<file path="config.mk">
export PLATFORM = sky130hd
export DESIGN_NAME = mem_write_ctrl
export DESIGN_NICKNAME = d
export VERILOG_FILES = /design/src/rtl/cpu_mem_pkg.sv /design/src/rtl/store_align.sv /design/src/rtl/mem_write_ctrl.sv
export SDC_FILE = /design/constraint.sdc
export NUM_CORES = 1
export LEC_CHECK = 0
export ABC_AREA = 1
export CORE_MARGIN = 5
export CORE_UTILIZATION = 46
export DETAILED_ROUTE_END_ITERATION = 12
export PLACE_DENSITY = 0.86
export SETUP_SLACK_MARGIN = 0.02
export SYNTH_ARGS = -nofsm -noshare
export SYNTH_HDL_FRONTEND = slang
export SYNTH_SLANG_ARGS = --single-unit
export TNS_END_PERCENT = 100
</file>
<file path="constraint.sdc">
create_clock -name clk -period 2.5 [get_ports clk]
set_clock_uncertainty 0.2 [all_clocks]
set_input_delay 0.25 -clock clk [delete_from_list [all_inputs] [get_ports clk]]
set_output_delay 0.25 -clock clk [all_outputs]
set_load 0.01 [all_outputs]
</file>
<file path="src/rtl/cpu_mem_pkg.sv">
// Shared encodings for the multicycle CPU data-memory path.
// Size codes follow the store/load funct3-derived encoding used by the control unit.
package cpu_mem_pkg;

    localparam logic [1:0] SZ_BYTE = 2'b00;
    localparam logic [1:0] SZ_HALF = 2'b01;
    localparam logic [1:0] SZ_WORD = 2'b10;

    localparam logic [3:0] BE_WORD = 4'b1111;

    localparam int WAIT_CNT_W = 8;

    typedef enum logic {
        ST_IDLE  = 1'b0,
        ST_WRITE = 1'b1
    } wr_state_e;

endpackage

</file>
<file path="src/rtl/store_align.sv">
// Combinational lane alignment for stores: replicates data across byte lanes,
// builds byte enables and flags misaligned or illegal-size accesses.
module store_align
    import cpu_mem_pkg::*;
(
    input  logic [1:0]  size,
    input  logic [1:0]  addr,
    input  logic [31:0] data,
    output logic [31:0] wdata,
    output logic [3:0]  be,
    output logic        misaligned
);

    // Each lane picks its source byte; byte enables decide which lanes land.
    genvar gi;
    generate
        for (gi = 0; gi < 4; gi++) begin : g_lane
            assign wdata[8*gi +: 8] = (size == SZ_WORD) ? data[8*gi +: 8]       :
                                      (size == SZ_HALF) ? data[8*(gi % 2) +: 8] :
                                                          data[7:0];
        end
    endgenerate

    always_comb begin
        be         = 4'b0000;
        misaligned = 1'b0;
        case (size)
            SZ_BYTE: be = 4'b0001 << addr;
            SZ_HALF: begin
                be         = addr[1] ? 4'b1100 : 4'b0011;
                misaligned = addr[0];
            end
            SZ_WORD: begin
                be         = BE_WORD;
                misaligned = (addr != 2'b00);
            end
            default: misaligned = 1'b1;
        endcase
    end

endmodule

</file>
<file path="src/rtl/mem_write_ctrl.sv">
// Store-side memory controller: latches one aligned write, holds it until
// mem_ack or a bounded timeout, and pulses done/err back to the control FSM.
module mem_write_ctrl
    import cpu_mem_pkg::*;
#(
    parameter int ADDR_W   = 32,
    parameter int WAIT_MAX = 15
) (
    input  logic              clk,
    input  logic              rst,
    input  logic              st_req,
    input  logic [ADDR_W-1:0] st_addr,
    input  logic [31:0]       st_data,
    input  logic [1:0]        st_size,
    output logic              st_busy,
    output logic              st_done,
    output logic              st_err,
    output logic              mem_we,
    output logic [ADDR_W-1:0] mem_addr,
    output logic [31:0]       mem_wdata,
    output logic [3:0]        mem_be,
    input  logic              mem_ack
);

    localparam logic [WAIT_CNT_W-1:0] CNT_LAST = WAIT_CNT_W'(WAIT_MAX - 1);

    wr_state_e             state_reg, state_next;
    logic [WAIT_CNT_W-1:0] cnt_reg, cnt_next;
    logic                  we_reg, we_next;
    logic                  busy_reg, busy_next;
    logic                  done_reg, done_next;
    logic                  err_reg, err_next;
    logic [ADDR_W-1:0]     addr_reg, addr_next;
    logic [31:0]           wdata_reg, wdata_next;
    logic [3:0]            be_reg, be_next;

    logic [31:0] align_wdata;
    logic [3:0]  align_be;
    logic        align_mis;

    store_align u_align (
        .size       (st_size),
        .addr       (st_addr[1:0]),
        .data       (st_data),
        .wdata      (align_wdata),
        .be         (align_be),
        .misaligned (align_mis)
    );

    always_ff @(posedge clk) begin
        if (rst) begin
            state_reg <= ST_IDLE;
            cnt_reg   <= '0;
            we_reg    <= 1'b0;
            busy_reg  <= 1'b0;
            done_reg  <= 1'b0;
            err_reg   <= 1'b0;
            addr_reg  <= '0;
            wdata_reg <= '0;
            be_reg    <= '0;
        end else begin
            state_reg <= state_next;
            cnt_reg   <= cnt_next;
            we_reg    <= we_next;
            busy_reg  <= busy_next;
            done_reg  <= done_next;
            err_reg   <= err_next;
            addr_reg  <= addr_next;
            wdata_reg <= wdata_next;
            be_reg    <= be_next;
        end
    end

    always_comb begin
        state_next = state_reg;
        cnt_next   = cnt_reg;
        we_next    = we_reg;
        busy_next  = busy_reg;
        done_next  = 1'b0;
        err_next   = 1'b0;
        addr_next  = addr_reg;
        wdata_next = wdata_reg;
        be_next    = be_reg;
        case (state_reg)
            ST_IDLE: begin
                if (st_req) begin
                    if (align_mis) begin
                        err_next = 1'b1;
                    end else begin
                        addr_next  = {st_addr[ADDR_W-1:2], 2'b00};
                        wdata_next = align_wdata;
                        be_next    = align_be;
                        we_next    = 1'b1;
                        busy_next  = 1'b1;
                        cnt_next   = '0;
                        state_next = ST_WRITE;
                    end
                end
            end
            ST_WRITE: begin
                // Ack is tested first so it beats a coincident timeout.
                if (mem_ack) begin
                    we_next    = 1'b0;
                    busy_next  = 1'b0;
                    done_next  = 1'b1;
                    state_next = ST_IDLE;
                end else if (cnt_reg == CNT_LAST) begin
                    we_next    = 1'b0;
                    busy_next  = 1'b0;
                    err_next   = 1'b1;
                    state_next = ST_IDLE;
                end else begin
                    cnt_next = cnt_reg + 8'd1;
                end
            end
            default: state_next = ST_IDLE;
        endcase
    end

    assign st_busy   = busy_reg;
    assign st_done   = done_reg;
    assign st_err    = err_reg;
    assign mem_we    = we_reg;
    assign mem_addr  = addr_reg;
    assign mem_wdata = wdata_reg;
    assign mem_be    = be_reg;

endmodule
</file>
After elaboration in Yosys (flattened, before gate mapping)
Cells that the tools add are included.

Add/sub/neg operators: 1. Equal/unequal tests: 8. Shifts and indexed selects: 1. Multiplexer cells: 28. Bitwise gates (word level): 2. Reduce and logical (&&, ||, !) cells: 6.

Operators with widths (count): $mux W8 (8); $pmux W8 S2 (1); $mux W1 (13); $pmux W4 S3 (1); $add A8 B1 Y8 const B (1); $eq A8 B4 Y1 const B (1); $ne A2 B2 Y1 const B (4); $pmux W1 S2 (3); $reduce_and A3 Y1 (2); $mux W4 (1); $reduce_and A4 Y1 (1); $shl A1 B2 Y4 const A (1); $ne A3 B2 Y1 const B (1); $pmux W1 S3 (1); $eq A2 B1 Y1 const B (1); $eq A2 B2 Y1 const B (1); $logic_not A2 Y1 (1); $not A1 Y1 (2); $reduce_bool A2 Y1 (1); $reduce_or A2 Y1 (1).

Register bits after elaboration: 78. Bits of input ports: 70. Output and inout bits: 72. Logic and storage cells: 54.

Longest topological paths before layout
Word-level depth: 5. Mapped depth: 9. Mapped depth without buffers: 8.

Modules after synthesis
A second synthesis with hierarchy kept.

Cell total of the unflattened synthesis: 503. Area total of the unflattened synthesis: 3515.9 um^2.

Modules (own cells, without submodules): mem_write_ctrl (times used 1, cells an instance 401, area an instance 3042.9 um^2, seq. area each 1561.5 um^2); store_align (times used 1, cells an instance 102, area an instance 473.0 um^2, seq. area each 0.0 um^2).

Worst setup path before layout
Ideal clock, no wire load.

Kind: reg-to-reg. Start: reg cnt_reg[0]. End: reg cnt_reg[7]. Library setup time: 0.116 ns. Data arrival time: 1.268 ns. Required time: 2.184 ns. Setup slack: 0.916 ns. Cell stages (with the launch flop): 9. Buffers on the path: 1. Clock period less this slack: 1.584 ns. Cell sequence: dfxtp_1 -> inv_1 -> ha_1 -> nand3_1 -> o21bai_4 -> nand2_1 -> buf_6 -> o21ai_0 -> nor2_1.

Cells in the longest elaborated chain, start to end: 4. Elaborated cells on any way between the ends: 7. Those cells by class: add/sub (1); eq/ne (2); mux (3); reduce/logical (1).

RTL lines: start: declaration (RTL line mem_write_ctrl.sv:28) `logic [WAIT_CNT_W-1:0] cnt_reg, cnt_next;`; start signal: assignment (RTL line mem_write_ctrl.sv:63) `cnt_reg <= cnt_next;`; $add A8 B1 Y8 (RTL line mem_write_ctrl.sv:113) `cnt_next = cnt_reg + 8'd1;`; $mux W8 (RTL line mem_write_ctrl.sv:107) `end else if (cnt_reg == CNT_LAST) begin`; $mux W8 (RTL line mem_write_ctrl.sv:102) `if (mem_ack) begin`; $pmux W8 S2 (RTL line mem_write_ctrl.sv:84) `case (state_reg)`.

Several ways; a longest one is shown, not always the timed one. The select of a mux whose other input is x is not followed. A chain may end at the register's enable or synchronous reset.

Worst setup path in the final report
Same ends and word-level chain as after synthesis.

==> results.py <==
metrics = {
    "timing": {
        "final_hold_viol_count": 0,
        "period_minus_slack_ns": 1.83,
        "timing.setup.tns_ns": 0,
        "setup_viol": 0,
        "fmax_ghz": 0.547,
        "worst_pin_slew_ns": 0.690,
        "timing.slew.headroom_pct": 53.9,
        "final.period_utilization_pct": 73.2,
        "rsz0062_at_grt": "no",
        "hold_slack_ns": 0.286,
        "slew_viol_final": 0,
    },
    "clock_network": {
        "post_cts_resized": 0,
        "clockBufferDepth": 2,
        "cts_hold_buf": 0,
        "cts_root_buf": "clkbuf_8",
        "cts_tree": "built",
        "clk_pin_slew_ns": 0.08,
        "cts_buffers": 9,
        "clk_latency_ns": 0.33,
        "htree_num_levels": 3,
        "cts_setup_buffers": 0,
        "cts_sinks": 78,
    },
    "synthesis": {
        "synth.area.top_cells": "dfxtp_1, nor2_1, nand2_1",
        "synth_cell_types": 24,
        "synth_top_cell_area_share_pct": 47.0,
        "yosys_warnings": 0,
        "synth_ff_type": "dfxtp_1",
        "synth_edf_count": 0,
        "ys_ff_latch": 78,
        "synth.most_common_cell": "nor2_1",
        "yosys.area.top_type": "dfxtp_1",
        "synth-async-reset-ratio_pct": 0,
        "seq_area_frac_synth_pct": 47.0,
        "avgSynthCellArea_um2": 7.00,
        "synth_commonest_cells": "nor2_1, nand2_1, dfxtp_1",
        "syn_inst": 474,
        "syn_area_um2": 3320,
    },
    "floorplanning": {
        "die_h_um": 94.9,
        "io_pins": 142,
        "rows": 31,
        "coreArea_um2": 7140,
        "start_util_pct": 46.5,
        "dieArea_um2": 9010,
        "die_x_um": 94.9,
    },
    "placement": {
        "dp_cells": 691,
        "io_buffer_count": 139,
        "dp_hpwl_um": 7000,
        "place_area_um2": 4730,
        "place_congestion": 0.853,
    },
    "route": {
        "dr.first_iter.drc_count": 133,
        "routed-via-count": 3463,
        "via_per_inst": 4.91,
        "wl_met1_um": 3960,
        "maxUsedRoutingLayer": "met4",
        "postRouteAntennaNets": 0,
        "drt-total-wl_um": 9550,
        "route.detailed.drc": 0,
        "wl_per_cell_um": 13.5,
        "firstDrtPassIters": 4,
        "wl_met2_um": 4550,
        "wl_met3_um": 758,
    },
    "cells_and_area": {
        "post-route-cell-area_um2": 4940,
        "multi_input_area_um2": 1470,
        "largest_reg_flops": 32,
        "num-fill-cells": 630,
        "seq_area_um2": 1560,
        "drive_gt1_share_pct": 4.61,
        "area_growth_pct": 48.9,
        "fin_nets": 675,
        "final_cells": 706,
        "num_antenna_cells": 0,
    },
    "power": {
        "ir_worst_vdd_uv": 397,
        "p_per_area_nw_per_um2": 612,
        "p_leak_nw": 2.04,
        "power_mw": 3.02,
    },
    "critical_path": {
        "critPathTopFamily": "compound AO/OA/AOI/OAI gates",
        "worst-path-buf-inv": 1,
        "cp_cell_sequence": "inv_1 -> ha_1 -> nand3_1 -> o21bai_4 -> nand2_1 -> o21ai_0 -> nor2_1",
        "critPathKind": "reg2reg",
        "critical-path-max-stage-delay_ns": 0.35,
        "slowest_stage": "dfxtp_1",
        "crit_fanout": 11,
        "r2r_slack_ns": 0.67,
        "cp.arrival_ns": 1.86,
        "startpoint_type": "flip-flop",
        "crit_required_ns": 2.53,
        "crit_path_end_kind": "flip-flop",
    },
    "grt": {
        "grt_pass1_vias": 3222,
        "grt.overflow.total": 0,
        "antenna_found_initial": 0,
        "grt_max_degree": 73,
        "grt.total_usage_pct": 21.3,
        "grt_pass1_wl_um": 15100,
    },
    "min_path": {
        "hold_path.class": "reg2reg",
    },
    "run_status": {
        "status": "complete, no violations",
    },
    "job": {
        "maxCapViolations": 0,
    },
}
==> worst reg2reg max path, delay by kind of cell (launching register included) <==
family	cells	cell delay [ns]
AOI/OAI and AO/OA	2	0.49
adders and majority gates	1	0.15
buffers and inverters	1	0.08
DFF	1	0.35
and+or+nand+nor	3	0.46
==> power breakdown <==
group	switching (mW)	total [mW]	internal [mW]
Sequential	0.0493	1.38	1.33
Clock	0.452	1.01	0.557
Combinational	0.298	0.633	0.334
==> final cells by class <==
cell class	count	area share (%)
Clock buffer	9	2.51
Clock inverter	6	1.77
Inverter	31	2.35
Multi-Input combinational cell	337	29.8
Sequential cell	78	31.6
Tap cell	99	2.51
Timing Repair Buffer	146	29.5
==> routing by layer <==
metal | GRT usage, % | vias to the layer above
met2 | 35.3 | 132
met4 | 9.50 | 0
li1 | - | 1754
met3 | 5.26 | 22
met1 | 26.0 | 1555
met5 | 0 | -
==> path summary, 6_finish.rpt <==
kind                                  start           to  cells after the start
worst max-delay path             cnt_reg[0]   cnt_reg[7]                      7
worst min-delay path            mem_addr[7]  mem_addr[7]                      2
worst max register to register   cnt_reg[0]   cnt_reg[7]                      7
worst min register to register  mem_addr[7]  mem_addr[7]                      2
==> stage by stage <==
step / utilization (%) / setup WS (ns)
2_1_floorplan: - / 0.916
3_3_place_gp: 66.3 / 0.444
3_5_place_dp: 66.3 / 0.412
4_1_cts: 69.3 / 0.663
5_1_grt: 69.3 / 0.450
6_report: 69.3 / 0.670
==> cells by family after synthesis <==
| family | after synthesis | share of synthesized area, % |
|---|---|---|
| buf+inv | 60 | 8.67 |
| flops | 78 | 47.0 |
| other cells | 1 | 0.113 |
| compound gates | 108 | 16.8 |
| xor+xnor | 1 | 0.264 |
| fa+ha+maj | 2 | 0.754 |
| simple gates | 224 | 26.3 |
==> layout by cell type, fill, tap and decap left out, types with 2 or more instances in the layout <==
cell type / synthesis / routed
a21oi_1: 41 / 41
buf_4: 4 / 6
bufinv_16: 0 / 2
clkbuf_8: 0 / 9
clkdlybuf4s50_1: 0 / 139
clkinv_2: 0 / 2
clkinv_4: 0 / 2
conb_1: 1 / 2
dfxtp_1: 78 / 78
ha_1: 2 / 2
inv_1: 27 / 27
inv_2: 3 / 3
nand2_1: 94 / 94
nand3_1: 10 / 10
nor2_1: 114 / 114
nor3b_1: 2 / 2
o21ai_0: 64 / 64
Note: power is estimated with default switching activity, not from simulation.
